<file path="config.mk">
export PLATFORM = sky130hd
export DESIGN_NAME = fetch_sequencer_flat
export DESIGN_NICKNAME = d
export VERILOG_FILES = /design/src/rtl/enkel_pkg.sv /design/src/rtl/fetch_sequencer_if.sv /design/src/rtl/enkel_reg.sv /design/src/rtl/fetch_sequencer.sv /design/src/flat_wrapper.sv
export SDC_FILE = /design/constraint.sdc
export NUM_CORES = 1
export LEC_CHECK = 0
export CELL_PAD_IN_SITES_DETAIL_PLACEMENT = 1
export CELL_PAD_IN_SITES_GLOBAL_PLACEMENT = 1
export CORE_MARGIN = 2
export CORE_UTILIZATION = 37
export DETAILED_ROUTE_END_ITERATION = 16
export HOLD_SLACK_MARGIN = 0.08
export PLACE_DENSITY = 0.91
export SLEW_MARGIN = 15
export SYNTH_ARGS = -nofsm -noshare
export SYNTH_HDL_FRONTEND = slang
export SYNTH_HIERARCHICAL = 1
export SYNTH_SLANG_ARGS = --single-unit
</file>
<file path="constraint.sdc">
create_clock -name clk -period 2.35 [get_ports clk]
set_clock_uncertainty 0.05 [all_clocks]
set_input_delay 0.705 -clock clk [delete_from_list [all_inputs] [get_ports clk]]
set_output_delay 0.705 -clock clk [all_outputs]
set_load 0.01 [all_outputs]
</file>
<file path="src/rtl/enkel_pkg.sv">
// ----------------------------------------------------------------------------
// enkel_pkg
// Shared definitions for the enkel fetch sequencer: the sequencer state
// enumeration and the default field widths of the datapath.
// No ports (package).
// ----------------------------------------------------------------------------
package enkel_pkg;

    typedef enum logic [2:0] {
        IDLE      = 3'd0,
        FETCH_REQ = 3'd1,
        DECODE    = 3'd2,
        OPER_REQ  = 3'd3,
        HALT      = 3'd4
    } state_e;

    localparam int DEF_DATA_W = 8;  // memory word / IR width
    localparam int DEF_ADDR_W = 8;  // PC / MAR width
    localparam int DEF_OPC_W  = 3;  // opcode field width (IR MSBs)

endpackage

</file>
<file path="src/rtl/fetch_sequencer_if.sv">
// ----------------------------------------------------------------------------
// fetch_sequencer_if
// Single req/ack memory port between the fetch sequencer and memory.
// Signals:
//   mem_req   - request, held until mem_ack
//   mem_we    - write qualifier for the current request
//   mem_addr  - request address (MAR)
//   mem_wdata - write data, held with the request
//   mem_rdata - read data, valid with mem_ack
//   mem_ack   - one-cycle completion strobe
// Modports: master (sequencer side), slave (memory side).
// ----------------------------------------------------------------------------
interface fetch_sequencer_if
    import enkel_pkg::*;
#(
    parameter int ADDR_W = DEF_ADDR_W,
    parameter int DATA_W = DEF_DATA_W
);
    logic              mem_req;
    logic              mem_we;
    logic [ADDR_W-1:0] mem_addr;
    logic [DATA_W-1:0] mem_wdata;
    logic [DATA_W-1:0] mem_rdata;
    logic              mem_ack;

    modport master (
        output mem_req, mem_we, mem_addr, mem_wdata,
        input  mem_rdata, mem_ack
    );

    modport slave (
        input  mem_req, mem_we, mem_addr, mem_wdata,
        output mem_rdata, mem_ack
    );
endinterface

</file>
<file path="src/rtl/enkel_reg.sv">
// ----------------------------------------------------------------------------
// enkel_reg
// Parametrised load-enable register with asynchronous active-low clear.
// Ports:
//   clk     - clock
//   reset_n - asynchronous active-low clear to RST_VAL
//   i_load  - load enable
//   i_d     - data in
//   o_q     - register contents
// ----------------------------------------------------------------------------
module enkel_reg #(
    parameter int             W       = 8,
    parameter logic [W-1:0]   RST_VAL = '0
) (
    input  logic         clk,
    input  logic         reset_n,
    input  logic         i_load,
    input  logic [W-1:0] i_d,
    output logic [W-1:0] o_q
);
    logic [W-1:0] r_q;

    // NOTE: state is updated with <= so every register samples the values
    // from before the edge, independent of process evaluation order.
    always_ff @(posedge clk or negedge reset_n) begin
        if (!reset_n) begin
            r_q <= RST_VAL;
        end else if (i_load) begin
            r_q <= i_d;
        end
    end

    assign o_q = r_q;
endmodule

</file>
<file path="src/rtl/fetch_sequencer.sv">
// ----------------------------------------------------------------------------
// fetch_sequencer
// Instruction-fetch and operand-access sequencer for the enkel CPU datapath.
// Owns PC, IR, MAR and the show register, and talks to memory over one
// req/ack port with wait-state support, branch redirect, halt detection and
// page-mode operand addressing.
// Ports:
//   clk, reset_n        - clock, asynchronous active-low reset
//   i_run               - start/resume fetching from IDLE or HALT
//   mem                 - memory port (fetch_sequencer_if.master)
//   o_opcode, o_operand - IR fields
//   o_ir_valid          - high in DECODE
//   i_exec_done         - decoder finished the current instruction
//   i_op_access         - perform an operand access (sampled in DECODE)
//   i_op_write          - operand access is a write
//   i_op_wdata          - operand write data
//   o_op_rdata          - last operand read
//   o_op_rdata_valid    - one-cycle pulse when o_op_rdata updates
//   i_branch_take       - with i_exec_done: load i_branch_target into PC
//   i_branch_target     - branch target
//   i_show_load         - capture o_op_rdata into the show register
//   o_show_out          - show register
//   o_pc                - current PC
//   o_halted            - high in HALT
// ----------------------------------------------------------------------------
module fetch_sequencer
    import enkel_pkg::*;
#(
    parameter int                DATA_W    = DEF_DATA_W,
    parameter int                ADDR_W    = DEF_ADDR_W,
    parameter int                OPC_W     = DEF_OPC_W,
    parameter int                HALT_OPC  = 0,
    parameter int                PAGE_MODE = 1,
    parameter logic [ADDR_W-1:0] RESET_PC  = '0
) (
    input  logic                    clk,
    input  logic                    reset_n,
    input  logic                    i_run,
    fetch_sequencer_if.master       mem,
    output logic [OPC_W-1:0]        o_opcode,
    output logic [DATA_W-OPC_W-1:0] o_operand,
    output logic                    o_ir_valid,
    input  logic                    i_exec_done,
    input  logic                    i_op_access,
    input  logic                    i_op_write,
    input  logic [DATA_W-1:0]       i_op_wdata,
    output logic [DATA_W-1:0]       o_op_rdata,
    output logic                    o_op_rdata_valid,
    input  logic                    i_branch_take,
    input  logic [ADDR_W-1:0]       i_branch_target,
    input  logic                    i_show_load,
    output logic [DATA_W-1:0]       o_show_out,
    output logic [ADDR_W-1:0]       o_pc,
    output logic                    o_halted
);
    localparam int OPND_W = DATA_W - OPC_W;

    state_e            r_state, w_next_state;
    logic [ADDR_W-1:0] w_pc_q, w_pc_d, w_mar_q, w_mar_d, w_oper_addr;
    logic [DATA_W-1:0] w_ir_q;
    logic              w_pc_load, w_mar_load, w_ir_load;
    logic              w_is_halt, w_oper_ack, w_decode_go;
    logic              r_op_write;
    logic [DATA_W-1:0] r_op_wdata, r_op_rdata;
    logic              r_op_rdata_valid;

    assign o_opcode    = w_ir_q[DATA_W-1 -: OPC_W];
    assign o_operand   = w_ir_q[OPND_W-1:0];
    assign w_is_halt   = (o_opcode == OPC_W'(HALT_OPC)) && !o_operand[0];
    assign w_decode_go = (r_state == DECODE) && !w_is_halt && i_exec_done;
    assign w_oper_ack  = (r_state == OPER_REQ) && mem.mem_ack;
    assign w_ir_load   = (r_state == FETCH_REQ) && mem.mem_ack;

    // Operand address: page mode places the operand in the address MSBs.
    generate
        if (PAGE_MODE != 0) begin : g_page
            if (OPND_W >= ADDR_W) begin : g_trunc
                assign w_oper_addr = o_operand[OPND_W-1 -: ADDR_W];
            end else begin : g_pad
                assign w_oper_addr = {o_operand, {(ADDR_W-OPND_W){1'b0}}};
            end
        end else begin : g_flat
            if (OPND_W >= ADDR_W) begin : g_trunc
                assign w_oper_addr = o_operand[ADDR_W-1:0];
            end else begin : g_pad
                assign w_oper_addr = {{(ADDR_W-OPND_W){1'b0}}, o_operand};
            end
        end
    endgenerate

    // State register.
    always_ff @(posedge clk or negedge reset_n) begin
        if (!reset_n) begin
            r_state <= IDLE;
        end else begin
            r_state <= w_next_state;
        end
    end

    // Next-state logic. Halt detection has priority over exec_done.
    // NOTE: every variable written in an always_comb gets a default first,
    // so no path leaves it unassigned and no latch is inferred.
    always_comb begin
        w_next_state = r_state;
        case (r_state)
            IDLE:      if (i_run) w_next_state = FETCH_REQ;
            FETCH_REQ: if (mem.mem_ack) w_next_state = DECODE;
            DECODE: begin
                if (w_is_halt) begin
                    w_next_state = HALT;
                end else if (i_exec_done) begin
                    w_next_state = i_op_access ? OPER_REQ : FETCH_REQ;
                end
            end
            OPER_REQ:  if (mem.mem_ack) w_next_state = FETCH_REQ;
            HALT:      if (i_run) w_next_state = FETCH_REQ;
            default:   w_next_state = IDLE;
        endcase
    end

    // Outputs decoded from state alone, so an async reset drops mem_req
    // in the same instant it clears the state register.
    always_comb begin
        mem.mem_req = 1'b0;
        mem.mem_we  = 1'b0;
        o_ir_valid  = 1'b0;
        o_halted    = 1'b0;
        case (r_state)
            FETCH_REQ: mem.mem_req = 1'b1;
            OPER_REQ: begin
                mem.mem_req = 1'b1;
                mem.mem_we  = r_op_write;
            end
            DECODE:    o_ir_valid = 1'b1;
            HALT:      o_halted = 1'b1;
            default: ;
        endcase
    end

    assign mem.mem_addr  = w_mar_q;
    assign mem.mem_wdata = r_op_wdata;

    // PC / MAR load control. PC is incremented when the fetch completes,
    // so in DECODE it already holds the next sequential address; a taken
    // branch overwrites that increment.
    always_comb begin
        w_pc_load  = 1'b0;
        w_pc_d     = w_pc_q + ADDR_W'(1);
        w_mar_load = 1'b0;
        w_mar_d    = w_pc_q;
        case (r_state)
            IDLE, HALT: w_mar_load = i_run;
            FETCH_REQ:  w_pc_load  = mem.mem_ack;
            DECODE: begin
                if (w_decode_go) begin
                    w_pc_load  = i_branch_take;
                    w_pc_d     = i_branch_target;
                    w_mar_load = 1'b1;
                    if (i_op_access) begin
                        w_mar_d = w_oper_addr;
                    end else if (i_branch_take) begin
                        w_mar_d = i_branch_target;
                    end
                end
            end
            OPER_REQ:   w_mar_load = mem.mem_ack;
            default: ;
        endcase
    end

    // Operand access latches and read-back; the valid pulse lands in the
    // cycle where o_op_rdata first shows the new value.
    always_ff @(posedge clk or negedge reset_n) begin
        if (!reset_n) begin
            r_op_write       <= 1'b0;
            r_op_wdata       <= '0;
            r_op_rdata       <= '0;
            r_op_rdata_valid <= 1'b0;
        end else begin
            r_op_rdata_valid <= w_oper_ack && !r_op_write;
            if (w_decode_go && i_op_access) begin
                r_op_write <= i_op_write;
                r_op_wdata <= i_op_wdata;
            end
            if (w_oper_ack && !r_op_write) begin
                r_op_rdata <= mem.mem_rdata;
            end
        end
    end

    assign o_op_rdata       = r_op_rdata;
    assign o_op_rdata_valid = r_op_rdata_valid;
    assign o_pc             = w_pc_q;

    enkel_reg #(.W(ADDR_W), .RST_VAL(RESET_PC)) u_pc (
        .clk(clk), .reset_n(reset_n), .i_load(w_pc_load), .i_d(w_pc_d), .o_q(w_pc_q)
    );

    enkel_reg #(.W(DATA_W), .RST_VAL('0)) u_ir (
        .clk(clk), .reset_n(reset_n), .i_load(w_ir_load), .i_d(mem.mem_rdata), .o_q(w_ir_q)
    );

    enkel_reg #(.W(ADDR_W), .RST_VAL('0)) u_mar (
        .clk(clk), .reset_n(reset_n), .i_load(w_mar_load), .i_d(w_mar_d), .o_q(w_mar_q)
    );

    // Show captures the pre-edge op_rdata when both update together.
    enkel_reg #(.W(DATA_W), .RST_VAL('0)) u_show (
        .clk(clk), .reset_n(reset_n), .i_load(i_show_load), .i_d(r_op_rdata), .o_q(o_show_out)
    );
endmodule

</file>
<file path="src/flat_wrapper.sv">
// flat-port wrapper written by rule: the top's interface ports become plain ports
module fetch_sequencer_flat import enkel_pkg::*;
#(
    parameter int                DATA_W    = DEF_DATA_W,
    parameter int                ADDR_W    = DEF_ADDR_W,
    parameter int                OPC_W     = DEF_OPC_W,
    parameter int                HALT_OPC  = 0,
    parameter int                PAGE_MODE = 1,
    parameter logic [ADDR_W-1:0] RESET_PC  = '0
)
  (clk, reset_n, i_run, o_opcode, o_operand, o_ir_valid, i_exec_done, i_op_access, i_op_write, i_op_wdata, o_op_rdata, o_op_rdata_valid, i_branch_take, i_branch_target, i_show_load, o_show_out, o_pc, o_halted, mem_mem_req, mem_mem_we, mem_mem_addr, mem_mem_wdata, mem_mem_rdata, mem_mem_ack);
  fetch_sequencer_if #(.ADDR_W(ADDR_W), .DATA_W(DATA_W)) mem_i ();
  input  logic clk;
  input  logic reset_n;
  input  logic i_run;
  output logic [OPC_W-1:0] o_opcode;
  output logic [DATA_W-OPC_W-1:0] o_operand;
  output logic o_ir_valid;
  input  logic i_exec_done;
  input  logic i_op_access;
  input  logic i_op_write;
  input  logic [DATA_W-1:0] i_op_wdata;
  output logic [DATA_W-1:0] o_op_rdata;
  output logic o_op_rdata_valid;
  input  logic i_branch_take;
  input  logic [ADDR_W-1:0] i_branch_target;
  input  logic i_show_load;
  output logic [DATA_W-1:0] o_show_out;
  output logic [ADDR_W-1:0] o_pc;
  output logic o_halted;
  output wire logic [$bits(mem_i.mem_req)-1:0] mem_mem_req;
  output wire logic [$bits(mem_i.mem_we)-1:0] mem_mem_we;
  output wire logic [$bits(mem_i.mem_addr)-1:0] mem_mem_addr;
  output wire logic [$bits(mem_i.mem_wdata)-1:0] mem_mem_wdata;
  input wire logic [$bits(mem_i.mem_rdata)-1:0] mem_mem_rdata;
  input wire logic [$bits(mem_i.mem_ack)-1:0] mem_mem_ack;
  assign mem_mem_req = mem_i.mem_req;
  assign mem_mem_we = mem_i.mem_we;
  assign mem_mem_addr = mem_i.mem_addr;
  assign mem_mem_wdata = mem_i.mem_wdata;
  assign mem_i.mem_rdata = mem_mem_rdata;
  assign mem_i.mem_ack = mem_mem_ack;
  fetch_sequencer #(.DATA_W(DATA_W), .ADDR_W(ADDR_W), .OPC_W(OPC_W), .HALT_OPC(HALT_OPC), .PAGE_MODE(PAGE_MODE), .RESET_PC(RESET_PC)) u_core (.clk(clk), .reset_n(reset_n), .i_run(i_run), .mem(mem_i), .o_opcode(o_opcode), .o_operand(o_operand), .o_ir_valid(o_ir_valid), .i_exec_done(i_exec_done), .i_op_access(i_op_access), .i_op_write(i_op_write), .i_op_wdata(i_op_wdata), .o_op_rdata(o_op_rdata), .o_op_rdata_valid(o_op_rdata_valid), .i_branch_take(i_branch_take), .i_branch_target(i_branch_target), .i_show_load(i_show_load), .o_show_out(o_show_out), .o_pc(o_pc), .o_halted(o_halted));
endmodule
</file>
==> results.py, run 1 <==
metrics = {
    "outcome": {
        "result_of_the_run": "completed",
    },
    "critical_path": {
        "critical_path.n_buffers_inverters": 3,
        "r2r-start": "u_core/r_state[2]",
        "timing.critical_path.max_delay_family": "buffers and inverters",
        "worst-path-max-fanout": 5,
        "cp_slowest_stage_delay_ps": 390,
        "cp_data_required_time_ps": 1590,
        "critical_path_source": "u_core/r_state[0]",
        "timing.critical_path.to": "mem_mem_we",
        "cp.depth": 5,
        "timing.reg2reg.worst_path_depth": 7,
        "end_kind": "output port",
        "r2r_setup_slack_ps": 230,
        "crit_path_cell_trace": "buf_4, nand2b_1, inv_1, and3_1, dlygate4sd2_1",
        "crit-reg2reg-capture": "u_core/u_pc/o_q[7]",
        "crit_path_start_kind": "register",
        "cp.arrival_ps": 1490,
        "critPathSlowestCell": "sky130_fd_sc_hd__dfrtp_1",
        "path_class": "reg -> out",
    },
    "die": {
        "pin_count": 86,
        "die_x_um": 89.9,
        "die_h_um": 89.9,
        "floorplan.initialDensity": 0.378,
        "fp.coreArea_sq_mm": 0.00721,
        "fp-row-count": 31,
        "floorplan.die_area_sq_mm": 0.00808,
    },
    "global_routing": {
        "global_route.overflow_total": 0,
        "grt_max_degree": 22,
        "grt_pass1_vias": 2339,
        "wire_length_of_the_first_global_routing_pass_mm": 12.5,
        "global_route_total_usage_across_every_layer": 0.193,
        "grt_antenna_before_repair": 0,
    },
    "finish": {
        "sequential_cell_area_sq_mm": 0.00133,
        "final_layout_size_suffix_gt1_frac": 0.306,
        "syn2layout_area_growth_pct": 44.6,
        "post_layout_nonfiller_instances": 413,
        "antennaDiodeCount": 0,
        "area_of_the_multi_input_gates_sq_mm": 0.00129,
        "fillers": 760,
        "nNetsFinal": 347,
    },
    "yosys": {
        "yosys.area_share.simple": 0.0962,
        "ys_warn_count": 6,
        "ys_top_cells_by_area": "sky130_fd_sc_hd__dfrtp_1, sky130_fd_sc_hd__mux2_4, sky130_fd_sc_hd__mux2_2",
        "yosys-mux-area-fraction": 0.266,
        "number_of_nets_in_the_synthesized_netlist": 240,
        "synthXorXnorAreaFrac": 0.0128,
        "main_combinational_cell_family_by_area_after_synthesis": "multiplexers",
        "synthDominantCellAreaShare": 0.486,
        "largest_area_contributor_in_the_netlist": "sky130_fd_sc_hd__dfrtp_1",
        "post_synth_instance_area_sq_mm": 0.00273,
        "synth_enable_flop_cells": 0,
        "synth-adder-area-share": 0.00458,
        "synth-seq-cells": 53,
        "dominantRegCellSynth": "sky130_fd_sc_hd__dfrtp_1",
        "mean_cell_area_of_the_mapped_netlist_sq_um": 13.3,
        "synthArstFlopShare": 1.00,
        "number_of_instances_in_the_synthesized_netlist": 206,
        "netlist-cell-type-count": 41,
        "synth_compound_area_frac": 0.0866,
        "ys_seq_area_frac": 0.486,
    },
    "routing": {
        "drt_first_pass_iters": 4,
        "route.detailed.drc": 0,
        "initialDrtViolationCount": 69,
        "ant_nets_after_route": 0,
        "detail_route.wl_per_cell_um": 18.6,
        "via_count": 2132,
        "wirelength_mm": 7.68,
        "post_drt_via_cell_ratio": 5.16,
    },
    "timing": {
        "rsz0062_at_grt": "false",
        "final_hold_viol_count": 0,
        "fin_crit_sh": 0.957,
        "setup_viol_count_final": 0,
        "max_clock_freq_mhz": 445,
        "tightest_slew_ps": 655,
        "min_period_ps": 2250,
        "maxSlewViolCount": 0,
        "relSlewSlack": 0.559,
        "setup_tns_ps": 0,
    },
    "cts": {
        "clkLatencyLatePin_ps": 320,
        "cts_buffer_depth": 2,
        "cts_tree": "done",
        "ctsHtreeMaxLevel": 2,
        "number_of_buffers_created_by_cts": 5,
        "worst_setup_hold_path_clk_slew_ps": 110,
        "tritoncts_num_sinks": 53,
        "root_buffer": "sky130_fd_sc_hd__clkbuf_8",
    },
    "power_and_ir_drop": {
        "p_per_area_mw_per_mm2": 1380,
        "max-vdd-ir-drop_mv": 0.559,
        "fin_total_pwr_mw": 5.43,
        "power_frac_comb": 0.553,
        "power_frac_clock": 0.118,
        "share_seq_of_total_power": 0.329,
        "internal-power_mw": 3.56,
        "total_leakage_power_nw": 1.76,
        "power_switching_mw": 1.87,
        "netSwitchingFraction": 0.344,
    },
    "placed_design": {
        "port_buffers": 85,
        "place.detailed.instances": 404,
        "gp_congestion": 0.803,
        "dp_hpwl_mm": 5.75,
    },
    "min_path": {
        "min-delay-path-class": "in -> async",
    },
    "job": {
        "drv_cap": 0,
    },
}
-- synth_stat cells, types with 3 or more instances --
cell type and instances:
sky130_fd_sc_hd__a21o_1 4, sky130_fd_sc_hd__nor3_1 4, sky130_fd_sc_hd__o221a_2 4, sky130_fd_sc_hd__nand4_1 4
sky130_fd_sc_hd__buf_6 6, sky130_fd_sc_hd__o21ai_0 8, sky130_fd_sc_hd__nand2_1 8, sky130_fd_sc_hd__nand3_1 5
sky130_fd_sc_hd__a41oi_1 4, sky130_fd_sc_hd__nor2_1 7, sky130_fd_sc_hd__inv_1 7, sky130_fd_sc_hd__mux2_4 38
sky130_fd_sc_hd__or3_1 3, sky130_fd_sc_hd__a31oi_1 3, sky130_fd_sc_hd__nand2b_1 5, sky130_fd_sc_hd__dfrtp_1 53
sky130_fd_sc_hd__mux2_2 13
-- cell families (layout without fill, tap and decap cells) --
logic type | Yosys count | after routing
AO/OA/AOI/OAI | 32 | 32
XOR/XNOR | 4 | 4
adder cells (fa/ha/maj) | 1 | 1
buffers and inverters | 18 | 126
flip-flops | 53 | 53
multiplexers | 52 | 52
AND/OR/NAND/NOR | 46 | 46
-- registers in the layout, summed over array words and instances, names as in the netlist --
name,flops
u_core/mem.mem_wdata,8
u_core/o_op_rdata,8
u_core/o_op_rdata_valid,1
u_core/r_op_write,1
u_core/r_state,3
u_core/u_ir/o_q,8
u_core/u_mar/o_q,8
u_core/u_pc/o_q,8
u_core/u_show/o_q,8
-- worst min-delay path by stage --
stage | startpoint | end | slack [ps] | depth (start not counted)
2_1_floorplan | reset_n | u_core/mem.mem_wdata[0] | 360 | 0
3_3_place_gp | u_core/r_state[2] | u_core/r_state[1] | 430 | 1
3_5_place_dp | u_core/u_show/o_q[0] | u_core/u_show/o_q[0] | 440 | 1
4_1_cts | reset_n | u_core/mem.mem_wdata[5] | 290 | 1
5_1_grt | reset_n | u_core/mem.mem_wdata[0] | 310 | 1
6_report | reset_n | u_core/u_mar/o_q[3] | 280 | 1
-- worst register-to-register path, cell delays in order, from the launching register on --
cell	delay (ps)
sky130_fd_sc_hd__dfrtp_1	410
sky130_fd_sc_hd__or3b_4	450
sky130_fd_sc_hd__clkinv_8	60
sky130_fd_sc_hd__buf_4	190
sky130_fd_sc_hd__nand3_2	110
sky130_fd_sc_hd__o21ai_0	140
sky130_fd_sc_hd__buf_4	270
sky130_fd_sc_hd__mux2_4	320
-- power by group through the flow --
stage	registers, mW	clock network (mW)	logic [mW]
floorplan	1.92	0	1.43
global placement	1.77	0	2.89
detailed placement	1.79	0	3.00
CTS	1.79	0.651	3.03
global route	1.87	0.685	3.19
finish	1.79	0.640	3.01
-- placed cells by master, fill, tap and decap left out, types with 6 or more instances in the layout --
master                            netlist  layout
sky130_fd_sc_hd__nand2_1                8       8
sky130_fd_sc_hd__clkdlybuf4s50_1        0      80
sky130_fd_sc_hd__dfrtp_1               53      53
sky130_fd_sc_hd__o21ai_0                8       8
sky130_fd_sc_hd__mux2_4                38      38
sky130_fd_sc_hd__mux2_2                13      13
sky130_fd_sc_hd__buf_4                  1      23
sky130_fd_sc_hd__nor2_1                 7       6
sky130_fd_sc_hd__inv_1                  7       7
-- layout make-up --
class | instances | share of cell area
timing repair buffer | 110 | 0.268
clock buffer | 6 | 0.0184
clock inverter | 2 | 0.00983
sequential | 53 | 0.336
multi-input combinational | 135 | 0.326
tap | 99 | 0.0314
inverter | 8 | 0.0108
-- stage by stage --
stage	worst slack [ps]	instance area, sq um	util	hold WS, ps
2_1_floorplan	248	2730	-	359
3_3_place_gp	-15.2	3820	0.529	433
3_5_place_dp	-54.7	3820	0.529	445
4_1_cts	30.7	3940	0.546	294
5_1_grt	12.3	3950	0.547	314
6_report	101	3950	0.547	278
-- what timing repair did --
action,in CTS,in global routing
setup buffers,1,0
hold buffers,0,0
resized for setup,5,2
setup endpoints to repair,3,3
pin swaps,0,0
-- layer usage --
| metal | global-route usage | vias up | wire length, um |
|---|---|---|---|
| met2 | 0.340 | 78 | 3890 |
| met1 | 0.241 | 1073 | 3260 |
| met5 | 0 | - | 0 |
| met4 | 0.0474 | 0 | 100 |
| met3 | 0.0444 | 9 | 423 |
| li1 | - | 972 | - |
No activity file was read; power rests on OpenSTA's default activity.
==> run 2: changes to the inputs <==
GPL_TIMING_DRIVEN = 0   (was default)
==> run 2 against run 1 <==
  * Global-route usage is 1.0 points lower
  * Combinational power is 3% lower
  * Register-to-register slack better by 20 ps
  * Via count is 3.8% lower
  * Fmax is 1.8% lower
  * Flip-flop and latch count stayed put
  * Critical path depth stayed put
  * Final area is 2.1% lower
  * Sequential share of layout area is 0.73 points higher
  * Setup slack worse by 40 ps
  * Critical path type unchanged
  * Largest power group unchanged
  * Highest routed layer unchanged
==> results.py, run 2 (synthesis results as in run 1) <==
metrics = {
    "routing": {
        "ant_nets_after_route": 0,
        "wirelength_mm": 7.16,
        "via_count": 2050,
        "drt_first_pass_iters": 4,
        "detail_route.wl_per_cell_um": 17.8,
        "post_drt_via_cell_ratio": 5.09,
        "route.detailed.drc": 0,
        "initialDrtViolationCount": 89,
    },
    "critical_path": {
        "crit_path_start_kind": "register",
        "worst-path-max-fanout": 10,
        "critPathSlowestCell": "sky130_fd_sc_hd__dfrtp_1",
        "cp_data_required_time_ps": 1590,
        "crit_path_frequent_cell": "sky130_fd_sc_hd__buf_6",
        "cp_slowest_stage_delay_ps": 410,
        "crit_path_cell_trace": "or3b_1, buf_6, clkinv_8, buf_12, buf_6",
        "crit-reg2reg-capture": "u_core/u_pc/o_q[0]",
        "r2r-start": "u_core/u_ir/o_q[6]",
        "end_kind": "output port",
        "timing.critical_path.max_delay_family": "buffers and inverters",
        "path_class": "reg -> out",
        "cp.arrival_ps": 1530,
        "timing.reg2reg.worst_path_depth": 4,
        "critical_path.n_buffers_inverters": 4,
        "r2r_setup_slack_ps": 250,
    },
    "global_routing": {
        "wire_length_of_the_first_global_routing_pass_mm": 11.9,
        "grt_max_degree": 36,
        "grt_pass1_vias": 2278,
        "grt_antenna_before_repair": 0,
        "global_route_total_usage_across_every_layer": 0.183,
        "global_route.overflow_total": 0,
    },
    "power_and_ir_drop": {
        "internal-power_mw": 3.42,
        "total_leakage_power_nw": 1.71,
        "power_switching_mw": 1.82,
        "max-vdd-ir-drop_mv": 0.549,
        "p_per_area_mw_per_mm2": 1360,
        "power_frac_clock": 0.101,
        "power_frac_comb": 0.556,
        "netSwitchingFraction": 0.347,
        "share_seq_of_total_power": 0.343,
    },
    "die": {
        "floorplan.die_area_sq_mm": 0.00808,
        "die_x_um": 89.9,
        "floorplan.initialDensity": 0.378,
        "pin_count": 86,
        "fp.coreArea_sq_mm": 0.00721,
        "fp-row-count": 31,
        "die_h_um": 89.9,
    },
    "timing": {
        "max_clock_freq_mhz": 437,
        "relSlewSlack": 0.406,
        "setup_viol_count_final": 0,
        "fin_crit_sh": 0.974,
        "setup_ws_ps": 60.7,
        "rsz0062_at_grt": "true",
        "final_hold_viol_count": 0,
        "min_period_ps": 2290,
        "maxSlewViolCount": 0,
        "tightest_slew_ps": 881,
    },
    "placed_design": {
        "post-place-ws_ps": -556,
        "place_area_sq_mm": 0.00372,
        "gp_congestion": 0.825,
        "dp_hpwl_mm": 5.34,
        "port_buffers": 84,
    },
    "cts": {
        "root_buffer": "sky130_fd_sc_hd__clkbuf_8",
        "worst_setup_hold_path_clk_slew_ps": 100,
        "ctsHtreeMaxLevel": 2,
        "cts_tree": "done",
        "clkLatencyLatePin_ps": 310,
        "cts_buffer_depth": 2,
        "number_of_buffers_created_by_cts": 5,
        "tritoncts_num_sinks": 53,
    },
    "min_path": {
        "min-delay-path-class": "in -> async",
    },
    "finish": {
        "antennaDiodeCount": 0,
        "syn2layout_area_growth_pct": 41.5,
        "fillers": 756,
        "mostFrequentLayoutCells": "sky130_fd_sc_hd__clkdlybuf4s50_1, sky130_fd_sc_hd__dfrtp_1, sky130_fd_sc_hd__mux2_4, sky130_fd_sc_hd__mux2_2",
        "layout.cells.most_common": "sky130_fd_sc_hd__clkdlybuf4s50_1",
        "final_layout_size_suffix_gt1_frac": 0.286,
        "utilization_of_the_core_after_routing": 0.536,
        "nNetsFinal": 337,
        "postLayoutCellArea_sq_mm": 0.00386,
    },
    "job": {
        "drv_cap": 0,
    },
    "outcome": {
        "result_of_the_run": "completed",
    },
}
[run 2: layout make-up]
cell class / count / area (sq um) / share of cell area
plain buffers: 10 / 105 / 0.0272
clock buffers: 5 / 68.8 / 0.0178
clock inverters: 3 / 21.3 / 0.00551
inverters: 8 / 42.5 / 0.0110
multi-input cells: 135 / 1280 / 0.332
flip-flops and latches: 53 / 1330 / 0.343
well taps: 99 / 124 / 0.0321
repair buffers: 90 / 895 / 0.232
[run 2: how the worst max path moves through the flow]
stage	start	end	slack [ps]	depth (start not counted)
2_1_floorplan	i_exec_done	u_core/u_pc/o_q[0]	250	6
3_3_place_gp	reset_n	u_core/u_show/o_q[0]	-1070	1
3_5_place_dp	i_exec_done	u_core/u_pc/o_q[5]	-560	7
4_1_cts	u_core/r_state[2]	o_ir_valid	6	5
5_1_grt	u_core/r_state[2]	o_ir_valid	-9	5
6_report	u_core/r_state[2]	o_ir_valid	60	5
[run 2: stage by stage]
stage               power, mW  setup TNS [ps]  instances  hold WS, ps
detailed placement       4.68           -7910        390          445
CTS                      5.28               0        402          293
floorplan                3.35               0        206          359
finish                   5.24               0        403          294
global route             5.57           -9.36        403          319
global placement         4.54          -63250        389          433
[run 2: what timing repair did]
action	4_1_cts	5_1_grt
hold buffers	0	0
setup endpoints to repair	17	4
resized for setup	11	4
buffers inserted	4	1
[run 2: worst register-to-register path: cells and delay by family (launching register included)]
kind / cells / cell delay [ps]
AOI/OAI and AO/OA: 3 / 1250
muxes: 1 / 250
DFF: 1 / 450
[run 2: routing by layer]
metal | part of all wire | GRT usage
met2 | 0.50 | 0.314
met4 | 0.011 | 0.0423
met5 | 0 | 0
met1 | 0.43 | 0.231
met3 | 0.058 | 0.0503
[run 2: power by group through the flow]
stage / sequential (mW) / clock, mW / combinational [mW]
after detailed placement: 1.83 / 0 / 2.84
final: 1.80 / 0.530 / 2.91
after global placement: 1.79 / 0 / 2.75
after floorplan: 1.92 / 0 / 1.43
after CTS: 1.81 / 0.555 / 2.92
after global routing: 1.88 / 0.577 / 3.11
